--- src/rtl/div_pkg.sv ---
// Shared types and saturation helpers for the sequential signed divider.
package div_pkg;

   typedef enum logic [1:0] {
      IDLE = 2'd0,
      CALC = 2'd1,
      DONE = 2'd2
   } state_t;

   // Largest positive two's-complement value of a w-bit word.
   function automatic logic [31:0] sat_max(input int w);
      return (32'd1 << (w - 1)) - 32'd1;
   endfunction

   // Bit pattern of the most negative w-bit value (also its magnitude).
   function automatic logic [31:0] sat_min(input int w);
      return 32'd1 << (w - 1);
   endfunction

endpackage

--- src/rtl/div_seq_step.sv ---
// One restoring-division step: shift in the next dividend bit, subtract the divisor if it fits.
module div_seq_step #(
   parameter int B_W = 9
) (
   input  logic [B_W:0]   rem,
   input  logic [B_W-1:0] div,
   input  logic           bit_in,
   output logic [B_W:0]   rem_nxt,
   output logic           q
);

   logic [B_W:0] shifted;

   assign shifted = {rem[B_W-1:0], bit_in};

   // rem stays below div, so its top bit is never set; it is folded in only as a safe fit.
   always_comb begin
      q       = rem[B_W] | (shifted >= {1'b0, div});
      rem_nxt = q ? (shifted - {1'b0, div}) : shifted;
   end

endmodule

--- src/rtl/div_seq.sv ---
// Iterative signed fixed-point divider o = a / b, one quotient bit per clock,
// valid/ready on both sides, saturating output with divide-by-zero and clip flags.
//
// state | meaning
// IDLE  | waiting for operands, in_ready high
// CALC  | restoring iteration, Q_W cycles
// DONE  | result registered and held until out_ready
module div_seq
   import div_pkg::*;
#(
   parameter int A_W   = 9,
   parameter int B_W   = 9,
   parameter int O_I_W = 4,
   parameter int O_F_W = 16
) (
   input  logic                     clk,
   input  logic                     rst_n,
   input  logic                     in_valid,
   output logic                     in_ready,
   input  logic [A_W-1:0]           a,
   input  logic [B_W-1:0]           b,
   output logic                     out_valid,
   input  logic                     out_ready,
   output logic [O_I_W+O_F_W-1:0]   o,
   output logic                     dz,
   output logic                     sat
);

   localparam int O_W   = O_I_W + O_F_W;
   localparam int Q_W   = A_W + O_F_W;
   localparam int CNT_W = $clog2(Q_W + 1);

   localparam logic [O_W-1:0] MAX_O   = O_W'(sat_max(O_W));
   localparam logic [O_W-1:0] MIN_O   = O_W'(sat_min(O_W));
   localparam logic [Q_W-1:0] MAX_Q   = Q_W'(sat_max(O_W));
   localparam logic [Q_W-1:0] MIN_MAG = Q_W'(sat_min(O_W));

   state_t state, state_nxt;
   logic accept, step, fin, take;

   logic [Q_W-1:0]   quo;
   logic [B_W:0]     rem, rem_nxt;
   logic [B_W-1:0]   b_mag;
   logic [CNT_W-1:0] cnt;
   logic             neg, a_neg, zero, q_bit;

   logic [A_W-1:0]   a_abs;
   logic [B_W-1:0]   b_abs;
   logic [O_W-1:0]   res_o;
   logic             res_dz, res_sat;

   assign a_abs    = a[A_W-1] ? (~a + A_W'(1)) : a;
   assign b_abs    = b[B_W-1] ? (~b + B_W'(1)) : b;
   assign in_ready = (state == IDLE);

   always_ff @(posedge clk or negedge rst_n) begin
      if (!rst_n) state <= IDLE;
      else        state <= state_nxt;
   end

   always_comb begin
      state_nxt = state;
      accept    = 1'b0;
      step      = 1'b0;
      fin       = 1'b0;
      take      = 1'b0;
      case (state)
         IDLE: if (in_valid) begin
            accept    = 1'b1;
            state_nxt = CALC;
         end
         CALC: begin
            step = 1'b1;
            if (cnt == '0) state_nxt = DONE;
         end
         DONE: begin
            // First DONE cycle registers the signed result; the handshake can only follow it.
            if (!out_valid) begin
               fin = 1'b1;
            end else if (out_ready) begin
               take      = 1'b1;
               state_nxt = IDLE;
            end
         end
         default: state_nxt = IDLE;
      endcase
   end

   div_seq_step #(.B_W(B_W)) u_step (
      .rem     (rem),
      .div     (b_mag),
      .bit_in  (quo[Q_W-1]),
      .rem_nxt (rem_nxt),
      .q       (q_bit)
   );

   always_comb begin
      res_o   = '0;
      res_dz  = 1'b0;
      res_sat = 1'b0;
      if (zero) begin
         res_dz = 1'b1;
         res_o  = a_neg ? -MAX_O : MAX_O;
      end else if (!neg && (quo > MAX_Q)) begin
         res_o   = MAX_O;
         res_sat = 1'b1;
      end else if (neg && (quo > MIN_MAG)) begin
         res_o   = MIN_O;
         res_sat = 1'b1;
      end else begin
         res_o = neg ? -quo[O_W-1:0] : quo[O_W-1:0];
      end
   end

   // quo starts as the shifted dividend and fills with quotient bits from the LSB.
   always_ff @(posedge clk or negedge rst_n) begin
      if (!rst_n) begin
         quo       <= '0;
         rem       <= '0;
         b_mag     <= '0;
         cnt       <= '0;
         neg       <= 1'b0;
         a_neg     <= 1'b0;
         zero      <= 1'b0;
         out_valid <= 1'b0;
         o         <= '0;
         dz        <= 1'b0;
         sat       <= 1'b0;
      end else begin
         if (accept) begin
            quo   <= {a_abs, {O_F_W{1'b0}}};
            rem   <= '0;
            b_mag <= b_abs;
            cnt   <= CNT_W'(Q_W - 1);
            neg   <= a[A_W-1] ^ b[B_W-1];
            a_neg <= a[A_W-1];
            zero  <= (b == '0);
         end
         if (step) begin
            quo <= {quo[Q_W-2:0], q_bit};
            rem <= rem_nxt;
            if (cnt != '0) cnt <= cnt - CNT_W'(1);
         end
         if (fin) begin
            out_valid <= 1'b1;
            o         <= res_o;
            dz        <= res_dz;
            sat       <= res_sat;
         end
         if (take) out_valid <= 1'b0;
      end
   end

endmodule

--- config.mk ---
export PLATFORM = sky130hd
export DESIGN_NAME = div_seq
export DESIGN_NICKNAME = d
export VERILOG_FILES = /design/src/rtl/div_pkg.sv /design/src/rtl/div_seq_step.sv /design/src/rtl/div_seq.sv
export SDC_FILE = /design/constraint.sdc
export NUM_CORES = 1
export LEC_CHECK = 0
export BUFFER_PORTS_ARGS = -buffer_cell sky130_fd_sc_hd__buf_2
export CAP_MARGIN = 5
export CORE_ASPECT_RATIO = 1.1
export CORE_MARGIN = 2
export CORE_UTILIZATION = 52
export DETAILED_ROUTE_END_ITERATION = 16
export HOLD_SLACK_MARGIN = 0.15
export PLACE_DENSITY = 0.72
export SYNTH_ARGS = -nofsm -noshare
export SYNTH_HDL_FRONTEND = slang
export SYNTH_SLANG_ARGS = --single-unit
--- constraint.sdc ---
create_clock -name clk -period 2.9 [get_ports clk]
set_input_delay 0.29 -clock clk [delete_from_list [all_inputs] [get_ports clk]]
set_output_delay 0.29 -clock clk [all_outputs]
set_load 0.05 [all_outputs]
==> flow_summary.yaml <==
drt:
  ant_nets: 0
  vias_per_cell: 5.82
  initialDrtViolationCount: 205
  wire_per_inst_um: 15.5
  dr.pass1.iters: 6
  vias: 3796
  drc: 0
  wirelength_mm: 10.1
sta:
  slew_headroom_pct: 35.9
  clock_skew_ps: 10.6
  fin_crit_sh_pct: 90.5
  fin_ws_ps: 275
  period_needed_ps: 2630
  rsz0062_at_grt: "no"
  setup_tns_ps: 0
  setup-violations-final: 0
  tightest_slew_ps: 961
  drv_slew: 0
  max_freq_mhz: 381
  hold_viol: 0
logic_synthesis:
  synth_area_per_cell_um2: 8.98
  synth_area_leaders: "dfrtp_1 43%, o21ai_0 7.0%, nand2_1 5.7%"
  yosysSeqAreaShare_pct: 43.0
  synth_edf_count: 0
  yosysTopAreaCellShare_pct: 43.0
  ys.flop_type: "dfrtp_1"
  synth_common_cells: "77 x dfrtp_1, 68 x nand2_1, 63 x o21ai_0"
  synth_cells: 499
  synth-warning-count: 0
  ys_types: 57
  yosys.area.top_type: "dfrtp_1"
  synth_most_common_cell: "dfrtp_1"
  async_flop_share_pct: 100
  syn-cell-area_um2: 4480
  syn-num-nets: 536
  synth_seq_cells: 77
global_routing:
  antenna_found_initial: 0
  grt_overflow: 0
  grt.met3_usage_pct: 3.57
  gr-usage-met1_pct: 30.9
  use_met2_pct: 38.1
  grt_usage_pct: 23.3
  top_usage_layer: "met2"
  grt_start_max_net_pins: 78
  grt_pass1_wl_mm: 17.5
  grt_pass1_vias: 3742
worst_setup_path:
  crit_buf_inv: 2
  cp_top_family: "simple AND/OR/NAND/NOR gates"
  path_class: "reg -> reg"
  cp_data_arrival_time_ps: 2880
  slowest_delay_ps: 510
  critPathRequiredTime_ps: 3150
  critPathSlowestCell: "or4b_4"
  path_cells: "inv_1, ha_1, or4b_4, nor4b_2, a31oi_2, nor2_2, inv_1, o311ai_1"
  crit_path_max_fanout: 7
  crit_top_cell: "inv_1"
  startpoint_type: "register"
  end_kind: "register"
floorplan:
  start_util_pct: 53.6
  core-area_um2: 8360
  die-width_um: 92.5
  dieHeight_um: 101
  die-area_um2: 9370
  ios: 46
  core.rowCount: 35
placement:
  dpl.cell_count: 635
  dpl.hpwl_mm: 7.18
  place_ws_ps: 202
  numPortBuffers: 45
  place_congestion: 0.916
final_layout:
  fin_nets: 573
  num_antenna_cells: 0
  final_cells: 652
  final_util_pct: 60.5
  layout-drive-gt1-share_pct: 15.7
  syn2layout_area_growth_pct: 13.0
clocking:
  cts_root_buf: "clkbuf_8"
  insertion_delay_ps: 350
  htreeDepth: 3
  cts_made_buffers: 9
  clock_path_buffers: 2
  clock-sinks: 77
  clkTransAtPathRegs_ps: 80
  cts_tree: "built"
pwr:
  switching_power_uw: 2810
  total_power_uw: 6200
  cellInternalPower_uw: 3400
  sequentialPowerShare_pct: 32.1
  p_per_area_nw_per_um2: 1220
  irDropWorstVdd_mv: 0.790
  swShare_pct: 45.2
  p_clk_share_pct: 15.9
  p_leak_uw: 0.00231
  combinationalPowerShare_pct: 52.0
outcome:
  outcome: "completed"
flow_run:
  maxCapViolCount: 0
hold_path:
  hold_class: "in -> reg"
==> what timing repair did <==
action,4_1_cts,5_1_grt
setup buffers,0,0
hold buffers,1,0
endpoints found under the setup margin,0,13
hold endpoints to repair,69,0
gates resized for setup,0,2
==> power by group through the flow <==
stage | sequential, uW | clock [uW] | combinational (uW)
6_report | 1990 | 984 | 3230
3_5_place_dp | 2000 | 0 | 3200
5_1_grt | 2060 | 1040 | 3600
3_3_place_gp | 1980 | 0 | 3120
4_1_cts | 1990 | 997 | 3210
2_1_floorplan | 2140 | 0 | 2280
==> sequential cells by signal, indices dropped and copies added (netlist names), 2 cells and up <==
name,count
quo,25
rem,10
cnt,5
state,2
b_mag,9
o,20
==> through the flow <==
step	instance area, um2	hold slack (ps)
2_1_floorplan	4480	-5.59
3_3_place_gp	4800	461
3_5_place_dp	4800	471
4_1_cts	5050	227
5_1_grt	5060	276
6_report	5060	235
==> layout by cell type, fill, tap and decap left out, drive strengths merged, types with 14 or more instances in the layout <==
cell,Yosys,final
nor2,25,25
o21ai,63,63
nand2,68,68
ha,14,14
nand3,14,14
buf,7,56
inv,28,28
xnor2,19,19
dfrtp,77,77
a221o,14,14
==> final timing paths <==
kind | start | to | slack [ps] | cells past startpoint
setup reg to reg | quo[0]$_DFFE_PN0P_ | o[12]$_DFFE_PN0P_ | 270 | 8
hold / removal | out_ready | state[1]$_DFFE_PN0P_ | 230 | 4
setup / recovery | quo[0]$_DFFE_PN0P_ | o[12]$_DFFE_PN0P_ | 270 | 8
hold reg to reg | sat$_DFFE_PN0P_ | sat$_DFFE_PN0P_ | 480 | 2
max in group asynchronous | rst_n | rem[1]$_DFFE_PN0P_ | 1650 | 2
min in group asynchronous | rst_n | o[4]$_DFFE_PN0P_ | 620 | 2
==> routing by layer <==
layer	vias to the layer above	part of all wire (%)
li1	1866	-
met2	105	48
met4	0	2.7
met3	24	4.6
met1	1801	45
met5	-	0
==> layout make-up <==
type | count | area (um2)
inverters | 28 | 105
repair buffers | 57 | 320
flip-flops and latches | 77 | 1930
clock inverters | 6 | 111
fillers | 739 | 3300
clock buffers | 10 | 128
multi-input cells | 363 | 2330
well taps | 111 | 139
==> tightest hold or removal path: stages <==
cell and delay, ps:
buf_2 80, a21oi_1 60, nand2_1 80, nand2_1 50
==> cells by family (layout without fill, tap and decap cells) <==
group / after synthesis / after routing / share of synthesized area [%]
simple gates: 170 / 170 / 18.7
fa+ha+maj: 15 / 15 / 4.36
flops: 77 / 77 / 43.0
compound gates: 143 / 143 / 21.7
mux: 7 / 7 / 1.56
xor+xnor: 28 / 28 / 5.47
buf+inv: 59 / 101 / 5.25
(Power assumes the default switching activity.)
